### src/rtl/control_unit.sv
// Hardwired Moore controller: three-step fetch (T0-T2), up to five execute steps (T3-T7).
// The opcode is captured on the T2->T3 edge; every strobe is decoded from the registered state.
module control_unit (
    input  logic        clk,
    input  logic        clr,
    input  logic [31:0] IR,
    input  logic        CON_FF_result,
    input  logic        stop,
    output logic        run,
    output logic [4:0]  alu_control,
    output logic        Gra,
    output logic        Grb,
    output logic        Grc,
    output logic        Rin,
    output logic        Rout,
    output logic        BAout,
    output logic        PCout,
    output logic        PCin,
    output logic        pc_increment,
    output logic        IRin,
    output logic        MARin,
    output logic        MDRin,
    output logic        MDRout,
    output logic        read,
    output logic        memoryRead,
    output logic        memoryWrite,
    output logic        RYin,
    output logic        Zhighin,
    output logic        Zlowin,
    output logic        Zhighout,
    output logic        Zlowout,
    output logic        HIin,
    output logic        LOin,
    output logic        HIout,
    output logic        LOout,
    output logic        Cout,
    output logic        CON_FF_in,
    output logic        InPort_read,
    output logic        OutPort_write
);

    typedef enum logic [3:0] {
        S_RESET, S_T0, S_T1, S_T2, S_T3, S_T4, S_T5, S_T6, S_T7, S_HALT
    } state_e;

    typedef enum logic [4:0] {
        OP_LD   = 5'b00000, OP_LDI  = 5'b00001, OP_ST   = 5'b00010,
        OP_ADD  = 5'b00011, OP_SUB  = 5'b00100, OP_AND  = 5'b00101,
        OP_OR   = 5'b00110, OP_ADDI = 5'b01000, OP_ANDI = 5'b01001,
        OP_ORI  = 5'b01010, OP_MUL  = 5'b01111, OP_BR   = 5'b10010,
        OP_JR   = 5'b10011, OP_IN   = 5'b10110, OP_OUT  = 5'b10111,
        OP_MFLO = 5'b11000, OP_MFHI = 5'b11001, OP_NOP  = 5'b11010,
        OP_HALT = 5'b11011
    } opcode_e;

    typedef enum logic [4:0] {
        ALU_NONE = 5'b00000, ALU_ADD = 5'b00011, ALU_SUB = 5'b00100,
        ALU_AND  = 5'b00101, ALU_OR  = 5'b00110, ALU_MUL = 5'b01111
    } alu_e;

    state_e     state_q, state_d;
    logic [4:0] op_q, op_d;
    logic       stop_q, stop_d;

    logic unused_ir_bits;
    assign unused_ir_bits = ^IR[26:0];

    // Final execute step per opcode; 0 means the instruction ends after fetch (nop / unknown).
    function automatic logic [2:0] last_step(input logic [4:0] op);
        case (op)
            OP_ADD, OP_SUB, OP_AND, OP_OR,
            OP_ADDI, OP_ANDI, OP_ORI, OP_LDI:       last_step = 3'd5;
            OP_LD, OP_ST:                           last_step = 3'd7;
            OP_MUL, OP_BR:                          last_step = 3'd6;
            OP_JR, OP_MFHI, OP_MFLO, OP_IN, OP_OUT: last_step = 3'd3;
            default:                                last_step = 3'd0;
        endcase
    endfunction

    function automatic logic [4:0] alu_of(input logic [4:0] op);
        case (op)
            OP_ADD, OP_ADDI, OP_LD, OP_LDI, OP_ST, OP_BR: alu_of = ALU_ADD;
            OP_SUB:                                       alu_of = ALU_SUB;
            OP_AND, OP_ANDI:                              alu_of = ALU_AND;
            OP_OR, OP_ORI:                                alu_of = ALU_OR;
            OP_MUL:                                       alu_of = ALU_MUL;
            default:                                      alu_of = ALU_NONE;
        endcase
    endfunction

    always_ff @(posedge clk or negedge clr) begin
        if (!clr) begin
            state_q <= S_RESET;
            op_q    <= '0;
            stop_q  <= 1'b0;
        end else begin
            state_q <= state_d;
            op_q    <= op_d;
            stop_q  <= stop_d;
        end
    end

    always_comb begin
        state_d = state_q;
        op_d    = op_q;
        stop_d  = stop_q;
        case (state_q)
            S_RESET: state_d = S_T0;
            S_T0: begin
                stop_d  = stop;
                state_d = S_T1;
            end
            S_T1: state_d = S_T2;
            S_T2: begin
                op_d = IR[31:27];
                if (stop_q || IR[31:27] == OP_HALT)
                    state_d = S_HALT;
                else if (last_step(IR[31:27]) == 3'd0)
                    state_d = S_T0;
                else
                    state_d = S_T3;
            end
            S_T3:    state_d = (last_step(op_q) == 3'd3) ? S_T0 : S_T4;
            S_T4:    state_d = S_T5;
            S_T5:    state_d = (last_step(op_q) == 3'd5) ? S_T0 : S_T6;
            S_T6:    state_d = (last_step(op_q) == 3'd6) ? S_T0 : S_T7;
            S_T7:    state_d = S_T0;
            S_HALT:  state_d = S_HALT;
            default: state_d = S_RESET;
        endcase
    end

    assign run = (state_q != S_RESET) && (state_q != S_HALT);

    always_comb begin
        alu_control   = ALU_NONE;
        Gra           = 1'b0;
        Grb           = 1'b0;
        Grc           = 1'b0;
        Rin           = 1'b0;
        Rout          = 1'b0;
        BAout         = 1'b0;
        PCout         = 1'b0;
        PCin          = 1'b0;
        pc_increment  = 1'b0;
        IRin          = 1'b0;
        MARin         = 1'b0;
        MDRin         = 1'b0;
        MDRout        = 1'b0;
        read          = 1'b0;
        memoryRead    = 1'b0;
        memoryWrite   = 1'b0;
        RYin          = 1'b0;
        Zhighin       = 1'b0;
        Zlowin        = 1'b0;
        Zhighout      = 1'b0;
        Zlowout       = 1'b0;
        HIin          = 1'b0;
        LOin          = 1'b0;
        HIout         = 1'b0;
        LOout         = 1'b0;
        Cout          = 1'b0;
        CON_FF_in     = 1'b0;
        InPort_read   = 1'b0;
        OutPort_write = 1'b0;
        case (state_q)
            S_T0: begin
                PCout = 1'b1; MARin = 1'b1; pc_increment = 1'b1;
            end
            S_T1: begin
                memoryRead = 1'b1; read = 1'b1; MDRin = 1'b1;
            end
            S_T2: begin
                MDRout = 1'b1; IRin = 1'b1;
            end
            S_T3: begin
                case (op_q)
                    OP_ADD, OP_SUB, OP_AND, OP_OR, OP_ADDI, OP_ANDI, OP_ORI: begin
                        Grb = 1'b1; Rout = 1'b1; RYin = 1'b1;
                    end
                    OP_LD, OP_LDI, OP_ST: begin
                        Grb = 1'b1; BAout = 1'b1; Rout = 1'b1; RYin = 1'b1;
                    end
                    OP_MUL: begin
                        Gra = 1'b1; Rout = 1'b1; RYin = 1'b1;
                    end
                    OP_BR: begin
                        Gra = 1'b1; Rout = 1'b1; CON_FF_in = 1'b1;
                    end
                    OP_JR: begin
                        Gra = 1'b1; Rout = 1'b1; PCin = 1'b1;
                    end
                    OP_MFHI: begin
                        HIout = 1'b1; Gra = 1'b1; Rin = 1'b1;
                    end
                    OP_MFLO: begin
                        LOout = 1'b1; Gra = 1'b1; Rin = 1'b1;
                    end
                    OP_IN: begin
                        InPort_read = 1'b1; Gra = 1'b1; Rin = 1'b1;
                    end
                    OP_OUT: begin
                        Gra = 1'b1; Rout = 1'b1; OutPort_write = 1'b1;
                    end
                    default: ;
                endcase
            end
            S_T4: begin
                case (op_q)
                    OP_ADD, OP_SUB, OP_AND, OP_OR: begin
                        Grc = 1'b1; Rout = 1'b1; alu_control = alu_of(op_q); Zlowin = 1'b1;
                    end
                    OP_ADDI, OP_ANDI, OP_ORI, OP_LD, OP_LDI, OP_ST: begin
                        Cout = 1'b1; alu_control = alu_of(op_q); Zlowin = 1'b1;
                    end
                    OP_MUL: begin
                        Grb = 1'b1; Rout = 1'b1; alu_control = alu_of(op_q);
                        Zhighin = 1'b1; Zlowin = 1'b1;
                    end
                    OP_BR: begin
                        PCout = 1'b1; RYin = 1'b1;
                    end
                    default: ;
                endcase
            end
            S_T5: begin
                case (op_q)
                    OP_ADD, OP_SUB, OP_AND, OP_OR, OP_ADDI, OP_ANDI, OP_ORI, OP_LDI: begin
                        Zlowout = 1'b1; Gra = 1'b1; Rin = 1'b1;
                    end
                    OP_LD, OP_ST: begin
                        Zlowout = 1'b1; MARin = 1'b1;
                    end
                    OP_MUL: begin
                        Zlowout = 1'b1; LOin = 1'b1;
                    end
                    OP_BR: begin
                        Cout = 1'b1; alu_control = alu_of(op_q); Zlowin = 1'b1;
                    end
                    default: ;
                endcase
            end
            S_T6: begin
                case (op_q)
                    OP_LD: begin
                        memoryRead = 1'b1; read = 1'b1; MDRin = 1'b1;
                    end
                    OP_ST: begin
                        Gra = 1'b1; Rout = 1'b1; MDRin = 1'b1;
                    end
                    OP_MUL: begin
                        Zhighout = 1'b1; HIin = 1'b1;
                    end
                    OP_BR: begin
                        // Branch target load is gated by the live condition flag.
                        Zlowout = 1'b1; PCin = CON_FF_result;
                    end
                    default: ;
                endcase
            end
            S_T7: begin
                case (op_q)
                    OP_LD: begin
                        MDRout = 1'b1; Gra = 1'b1; Rin = 1'b1;
                    end
                    OP_ST: memoryWrite = 1'b1;
                    default: ;
                endcase
            end
            default: ;
        endcase
    end

endmodule

### config.mk
export PLATFORM = sky130hd
export DESIGN_NAME = control_unit
export DESIGN_NICKNAME = d
export VERILOG_FILES = /design/src/rtl/control_unit.sv
export SDC_FILE = /design/constraint.sdc
export NUM_CORES = 1
export LEC_CHECK = 0
export ABC_AREA = 1
export CORE_MARGIN = 2
export CORE_UTILIZATION = 35
export DETAILED_ROUTE_END_ITERATION = 6
export PLACE_DENSITY = 0.68
export SETUP_SLACK_MARGIN = 0.2
export SLEW_MARGIN = 20
export SYNTH_ARGS = -nofsm -noshare
export SYNTH_HDL_FRONTEND = slang
export SYNTH_SLANG_ARGS = --single-unit
### constraint.sdc
create_clock -name clk -period 3.3 [get_ports clk]
set_input_delay 0.66 -clock clk [delete_from_list [all_inputs] [get_ports clk]]
set_output_delay 0.66 -clock clk [all_outputs]
set_load 0.02 [all_outputs]
==> run_results.csv, run 1 <==
group,metric,value,unit
status,outcome,"finished clean",
cells_and_area,fin_nets,330,
clock_network,clock_sinks,10,
pwr,p_comb_share,73.0,%
floorplan,dieWidth,67.98,um
clock_network,root_buffer,"clkbuf_8",
cells_and_area,diodes,0,
clock_network,holdBufCountCts,0,
synth,synth_area_per_cell,5.824,sq um
route,drc,0,
route,antenna_left,0,
timing,skew,0.003795,ns
pwr,cellPowerDensity,832.6,nW/um^2
timing,rsz0062_at_grt,"false",
route,wirelength,3769,um
setup_path,worstPathMaxFanout,6,
pwr,swShare,56.77,%
cells_and_area,design_area,1906,sq um
cells_and_area,areaGrowthSynthToFinish,33.01,%
setup_path,slowest_stage,"clkdlybuf4s50_1",
setup_path,slowest_delay,0.63,ns
grt,grt_pass1_wl,6085,um
placement,io_buffers,42,
timing,hold_slack,0.4845,ns
synth,seq_area_frac_synth,17.47,%
floorplan,die-area,4621,sq um
clock_network,clkTransAtPathRegs,0.05,ns
route,drt_iter0_markers,86,
placement,hpwl,3040,um
floorplan,core_region_area,3971,sq um
cells_and_area,drive_above_1_share,13.73,%
timing,post-route-min-period,2.980,ns
pwr,leakage,0.9728,nW
timing,fin_crit_sh,90.31,%
setup_path,cp_num_buf_inv,3,
setup_path,cp-end-kind,"output port",
synth,synth.yosys.warnings,0,
grt,overflow,0,
floorplan,die_y,67.98,um
run,cap_viol_max_count,0,
placement,placed_cell_area,1851,sq um
timing,worst_slew_pin_slew,0.5131,ns
cells_and_area,final_util,47.98,%
setup_path,critPathLaunchType,"flip-flop",
setup_path,crit_arrival,2.32,ns
pwr,p_int,0.6859,mW
hold_path,min_path_type,"reg -> reg",
grt,grt_usage,16.91,%
synth,synth-seq-cells,10,
timing,final-hold-violation-count,0,
setup_path,required,2.64,ns
setup_path,critPathKind,"reg -> out",
placement,place.gp.congestion,0.8701,
grt,grt_max_degree,15,
floorplan,start_util,36.07,%
clock_network,htree_levels,1,
pwr,power_frac_clock,7.8,%
floorplan,pin_count,71,
floorplan,rows,23,
pwr,pwr-share-seq,19.2,%
setup_path,critical_path.top_delay_family,"buffers and inverters",
timing,final.setup.tns,0,ns
synth,synth_top_area_share,17.82,%
clock_network,cts_buffers,3,
pwr,switchingPower,0.9007,mW
synth,yosys.cell_types.count,28,
route,vias,1602,
synth,syn-instance-count,246,
setup_path,cp_cell_sequence,"inv_1 -> ha_2 -> inv_1 -> nand2_1 -> o21ai_0 -> nand2_1 -> nor2_1 -> a21oi_1 -> clkdlybuf4s50_1",
clock_network,cts_tree,"built",
route,dr.pass1.iters,4,
clock_network,clock_latency,0.24,ns
pwr,ir_worst_vdd,383.3,uV
route,wl_per_cell,11.28,um
grt,antenna_found_initial,0,
route,via_per_inst,4.796,
grt,grt_pass1_vias,1373,
timing,slew_viol_final,0,
timing,relSlewSlack,65.79,%
clock_network,clock_path_buffers,2,
timing,setup_violations,0,
synth,synthesis.area,1433,sq um
synth,synth.area.top_cells,"nand2_1 18%, dfrtp_1 17%, nand3_1 9.8%, nor2_1 7.9%, ha_1 7.0%",
placement,placed_cells,331,
timing,max_freq,0.3355,GHz
synth,yosys.area.top_type,"nand2_1",
cells_and_area,instances_no_fill,334,
synth,synth_nets,290,
-- layout by cell type, fill, tap and decap left out, types with 2 or more instances in the layout --
cell,n
a21oi_1,10
clkbuf_8,3
clkdlybuf4s50_1,34
dfrtp_1,10
dlygate4sd2_1,5
dlymetal6s2s_1,3
ha_1,5
ha_2,3
inv_1,24
inv_2,10
nand2_1,68
nand2_2,7
nand3_1,27
nand3_2,2
nor2_1,30
nor2_2,5
nor2_4,5
o21ai_0,16
o21ai_1,5
-- cell usage after synthesis, drive strengths merged --
| cell | count |
|---|---|
| o21ai | 22 |
| conb | 1 |
| nor2 | 40 |
| nor3 | 2 |
| dfrtp | 10 |
| nor4 | 1 |
| a211oi | 1 |
| nand4 | 1 |
| ha | 8 |
| o22ai | 1 |
| buf | 8 |
| nand3 | 29 |
| o31ai | 1 |
| inv | 35 |
| a21oi | 10 |
| o21bai | 1 |
| nand2 | 75 |
-- worst paths after layout --
path / from / end / slack [ns] / depth (start not counted)
worst max-delay path: op_q[0] / alu_control[2] / 0.32 / 9
worst min-delay path: stop_q / stop_q / 0.48 / 2
worst max register to register: op_q[0] / state_q[3] / 1.68 / 7
worst min register to register: stop_q / stop_q / 0.48 / 2
max in group asynchronous: clr / op_q[3] / 2.25 / 1
min in group asynchronous: clr / stop_q / 0.74 / 1
-- worst min-delay path, delay by kind of cell (launching register included) --
family,cells,cell delay (ns)
flops,1,0.35
simple gates,2,0.10
-- state kept, by name, summed over array words and instances, names as in the netlist --
name / cells
op_q: 5
state_q: 4
stop_q: 1
-- what timing repair did --
item,CTS,global route
buffers inserted,0,0
setup endpoints to repair,6,8
pin swaps,0,0
gates resized for setup,6,7
-- cell families after synthesis --
kind of cell | count (synthesis) | synth area share [%]
adders and majority gates | 8 | 6.987
DFF | 10 | 17.47
other | 1 | 0.2618
AOI/OAI and AO/OA | 36 | 13.45
buffers and inverters | 43 | 14.58
and+or+nand+nor | 148 | 47.25
-- layer usage --
layer	up-vias	global-route usage [%]	share of wire, %
li1	856	-	-
met1	699	23.65	49
met2	43	27.79	46
met3	4	0.9868	3.9
met4	0	5.250	0.90
met5	-	0	0
-- power by group through the flow --
stage          clock (mW)  sequential [mW]  combinational (mW)
6_report            0.124            0.305                1.16
5_1_grt             0.134            0.318                1.29
4_1_cts             0.129            0.301                1.15
3_5_place_dp            0            0.303                1.15
3_3_place_gp            0            0.301                1.14
2_1_floorplan           0            0.240               0.923
-- cell type report --
| cell class | count | area, sq um |
|---|---|---|
| repair buffers | 43 | 429.2 |
| inverters | 35 | 136.4 |
| well taps | 50 | 62.56 |
| clock buffers | 3 | 41.29 |
| multi-input cells | 193 | 985.9 |
| fillers | 443 | 2066 |
| flip-flops and latches | 10 | 250.2 |
-- metrics by stage --
stage               setup slack [ns]  power, mW
CTS                           0.2296      1.581
global route                  0.2080      1.746
global placement              0.4550      1.437
detailed placement            0.4094      1.449
finish                        0.3197      1.587
floorplan                     0.9791      1.164
(Power assumes the default switching activity.)
==> inputs of run 2 (changes only) <==
--- a/config.mk
+++ b/config.mk
@@ -10,4 +10,5 @@
 export CORE_UTILIZATION = 35
 export DETAILED_ROUTE_END_ITERATION = 6
+export GPL_TIMING_DRIVEN = 0
 export PLACE_DENSITY = 0.68
 export SETUP_SLACK_MARGIN = 0.2
==> constraint.sdc (replaced) <==
create_clock -name clk -period 3.3 [get_ports clk]
set_input_delay 0.825 -clock clk [delete_from_list [all_inputs] [get_ports clk]]
set_output_delay 0.825 -clock clk [all_outputs]
set_load 0.02 [all_outputs]
==> run 2 against run 1 <==
Combinational power rose by 10%; sequential power fell by 14%; via count rose by 3.6%; worst hold slack improved by 0.00064 ns; count of clock-buffer cells in the layout grew 1; register-to-register slack better by 0.06 ns; cell count is 2.4% higher; highest routed layer unchanged.
==> run_results.csv, run 2 (synthesis gave the netlist of run 1 again) <==
group,metric,value,unit
status,outcome,"finished clean",
timing,setup_violations,0,
pwr,leakage,1.073,nW
cells_and_area,layout_common_cells,"68 x nand2_1, 29 x nor2_1, 29 x clkdlybuf4s50_1",
clock_network,clock_sinks,10,
timing,fin_crit_sh,90.84,%
timing,post-route-min-period,2.998,ns
floorplan,start_util,36.07,%
cells_and_area,diodes,0,
placement,placed_cells,338,
timing,skew,0.002978,ns
grt,grt_usage,18.02,%
route,drc,0,
pwr,ir_worst_vdd,510.7,uV
cells_and_area,largest_reg_flops,5,
pwr,cellPowerDensity,849.1,nW/um^2
setup_path,cp-end-kind,"output port",
cells_and_area,fillers,445,
cells_and_area,final_util,50.28,%
timing,slew_viol_final,0,
cells_and_area,fin_nets,337,
clock_network,clock_path_buffers,2,
grt,antenna_found_initial,0,
floorplan,die-area,4621,sq um
cells_and_area,reg.largest.list,"op_q: 5 flops, state_q: 4 flops, stop_q: 1 flops",
cells_and_area,seqCellArea,251.5,sq um
hold_path,min_path_type,"reg -> reg",
hold_path,min_to,"stop_q",
timing,hold_slack,0.4851,ns
cells_and_area,instances_no_fill,342,
clock_network,root_buffer,"clkbuf_8",
hold_path,worstHoldStart,"stop_q",
cells_and_area,top_register,"op_q",
clock_network,cts_setup_buffers,0,
route,via_per_inst,4.851,
cells_and_area,mostFrequentLayoutCell,"nand2_1",
timing,rsz0062_at_grt,"true",
setup_path,regToRegSetupSlack,1.74,ns
setup_path,reg2reg_depth,8,
run,cap_viol_max_count,0,
placement,place.gp.congestion,0.8827,
floorplan,rows,23,
floorplan,dieWidth,67.98,um
clock_network,clkTransAtPathRegs,0.05,ns
clock_network,clock_latency,0.24,ns
route,wl_per_cell,11.25,um
clock_network,cts_buffers,3,
setup_path,worstPathMaxFanout,6,
setup_path,critPathKind,"reg -> out",
setup_path,reg2reg_from,"op_q[1]",
placement,io_buffers,42,
grt,overflow,0,
clock_network,htree_levels,1,
route,wirelength,3848,um
clock_network,cts_tree,"built",
placement,hpwl,3136,um
hold_path,min_path_cells,2,
timing,max_freq,0.3336,GHz
setup_path,rr_endpoint,"state_q[3]",
grt,grt_max_degree,11,
setup_path,crit_arrival,2.17,ns
grt,grt_pass1_vias,1479,
cells_and_area,areaGrowthSynthToFinish,39.39,%
setup_path,required,2.47,ns
cells_and_area,multi_input_area,996.0,sq um
floorplan,core_region_area,3971,sq um
grt,grt_pass1_wl,6513,um
route,dr.pass1.iters,4,
timing,final.setup.tns,0,ns
floorplan,pin_count,71,
setup_path,critPathLaunchType,"flip-flop",
route,vias,1659,
route,drt_iter0_markers,149,
route,antenna_left,0,
floorplan,die_y,67.98,um
cells_and_area,drive_above_1_share,16.78,%
timing,final-hold-violation-count,0,
-- run 2: cell types whose count changed in the layout (fill, tap and decap cells not counted), moves of 2 or more --
cell	delta
clkdlybuf4s50_1	-5
buf_6	+4
ha_2	-2
dlymetal6s2s_1	+2
dlygate4sd2_1	+3
buf_4	+2
-- run 2: worst max path at each step --
stage | to | cells after the start | from
floorplan | read | 5 | op_q[1]
global placement | Zlowout | 11 | op_q[0]
detailed placement | Zlowout | 11 | op_q[0]
CTS | Cout | 7 | op_q[0]
global route | Zhighout | 7 | op_q[1]
finish | Zhighout | 7 | op_q[1]
-- run 2: area by class of cell --
class | count | share of cell area (%)
multi-input combinational | 193 | 49.87
timing repair buffer | 42 | 21.18
sequential | 10 | 12.59
inverter | 35 | 6.830
buffer | 8 | 3.634
tap | 50 | 3.133
clock buffer | 4 | 2.757
-- run 2: metal layers --
layer	share of wire, %	track usage (%)	vias to the layer above	wire, um
met1	47	24.95	740	1825
met3	4.6	1.151	5	176
met4	1.0	5.250	0	40
met2	47	29.98	47	1806
li1	-	-	867	-
met5	0	0	-	0
-- run 2: report_power, final --
part	internal [mW]	switching, mW	leakage (nW)
Sequential	0.184	0.0784	0.123
Combinational	0.475	0.805	0.921
Clock	0.105	0.0483	0.0288
-- run 2: repair_timing --
| item | CTS | global route |
|---|---|---|
| setup endpoints to repair | 14 | 20 |
| hold buffers | 0 | 0 |
| resized for setup | 11 | 11 |
-- run 2: critical path: stages (launching register included) --
cell             delay (ns)
dfrtp_2                0.42
ha_1                   0.27
nand3_1                0.18
nor2_2                 0.16
inv_2                  0.08
nor2_1                 0.13
buf_4                  0.12
clkdlybuf4s50_1        0.58
-- run 2: per-stage QoR --
step | total power [mW] | area, sq um | worst slack [ns]
2_1_floorplan | 1.164 | 1433 | 0.8141
3_3_place_gp | 1.507 | 1916 | 0.2736
3_5_place_dp | 1.518 | 1916 | 0.2705
4_1_cts | 1.680 | 1971 | 0.2210
5_1_grt | 1.872 | 1997 | 0.1283
6_report | 1.696 | 1997 | 0.3023
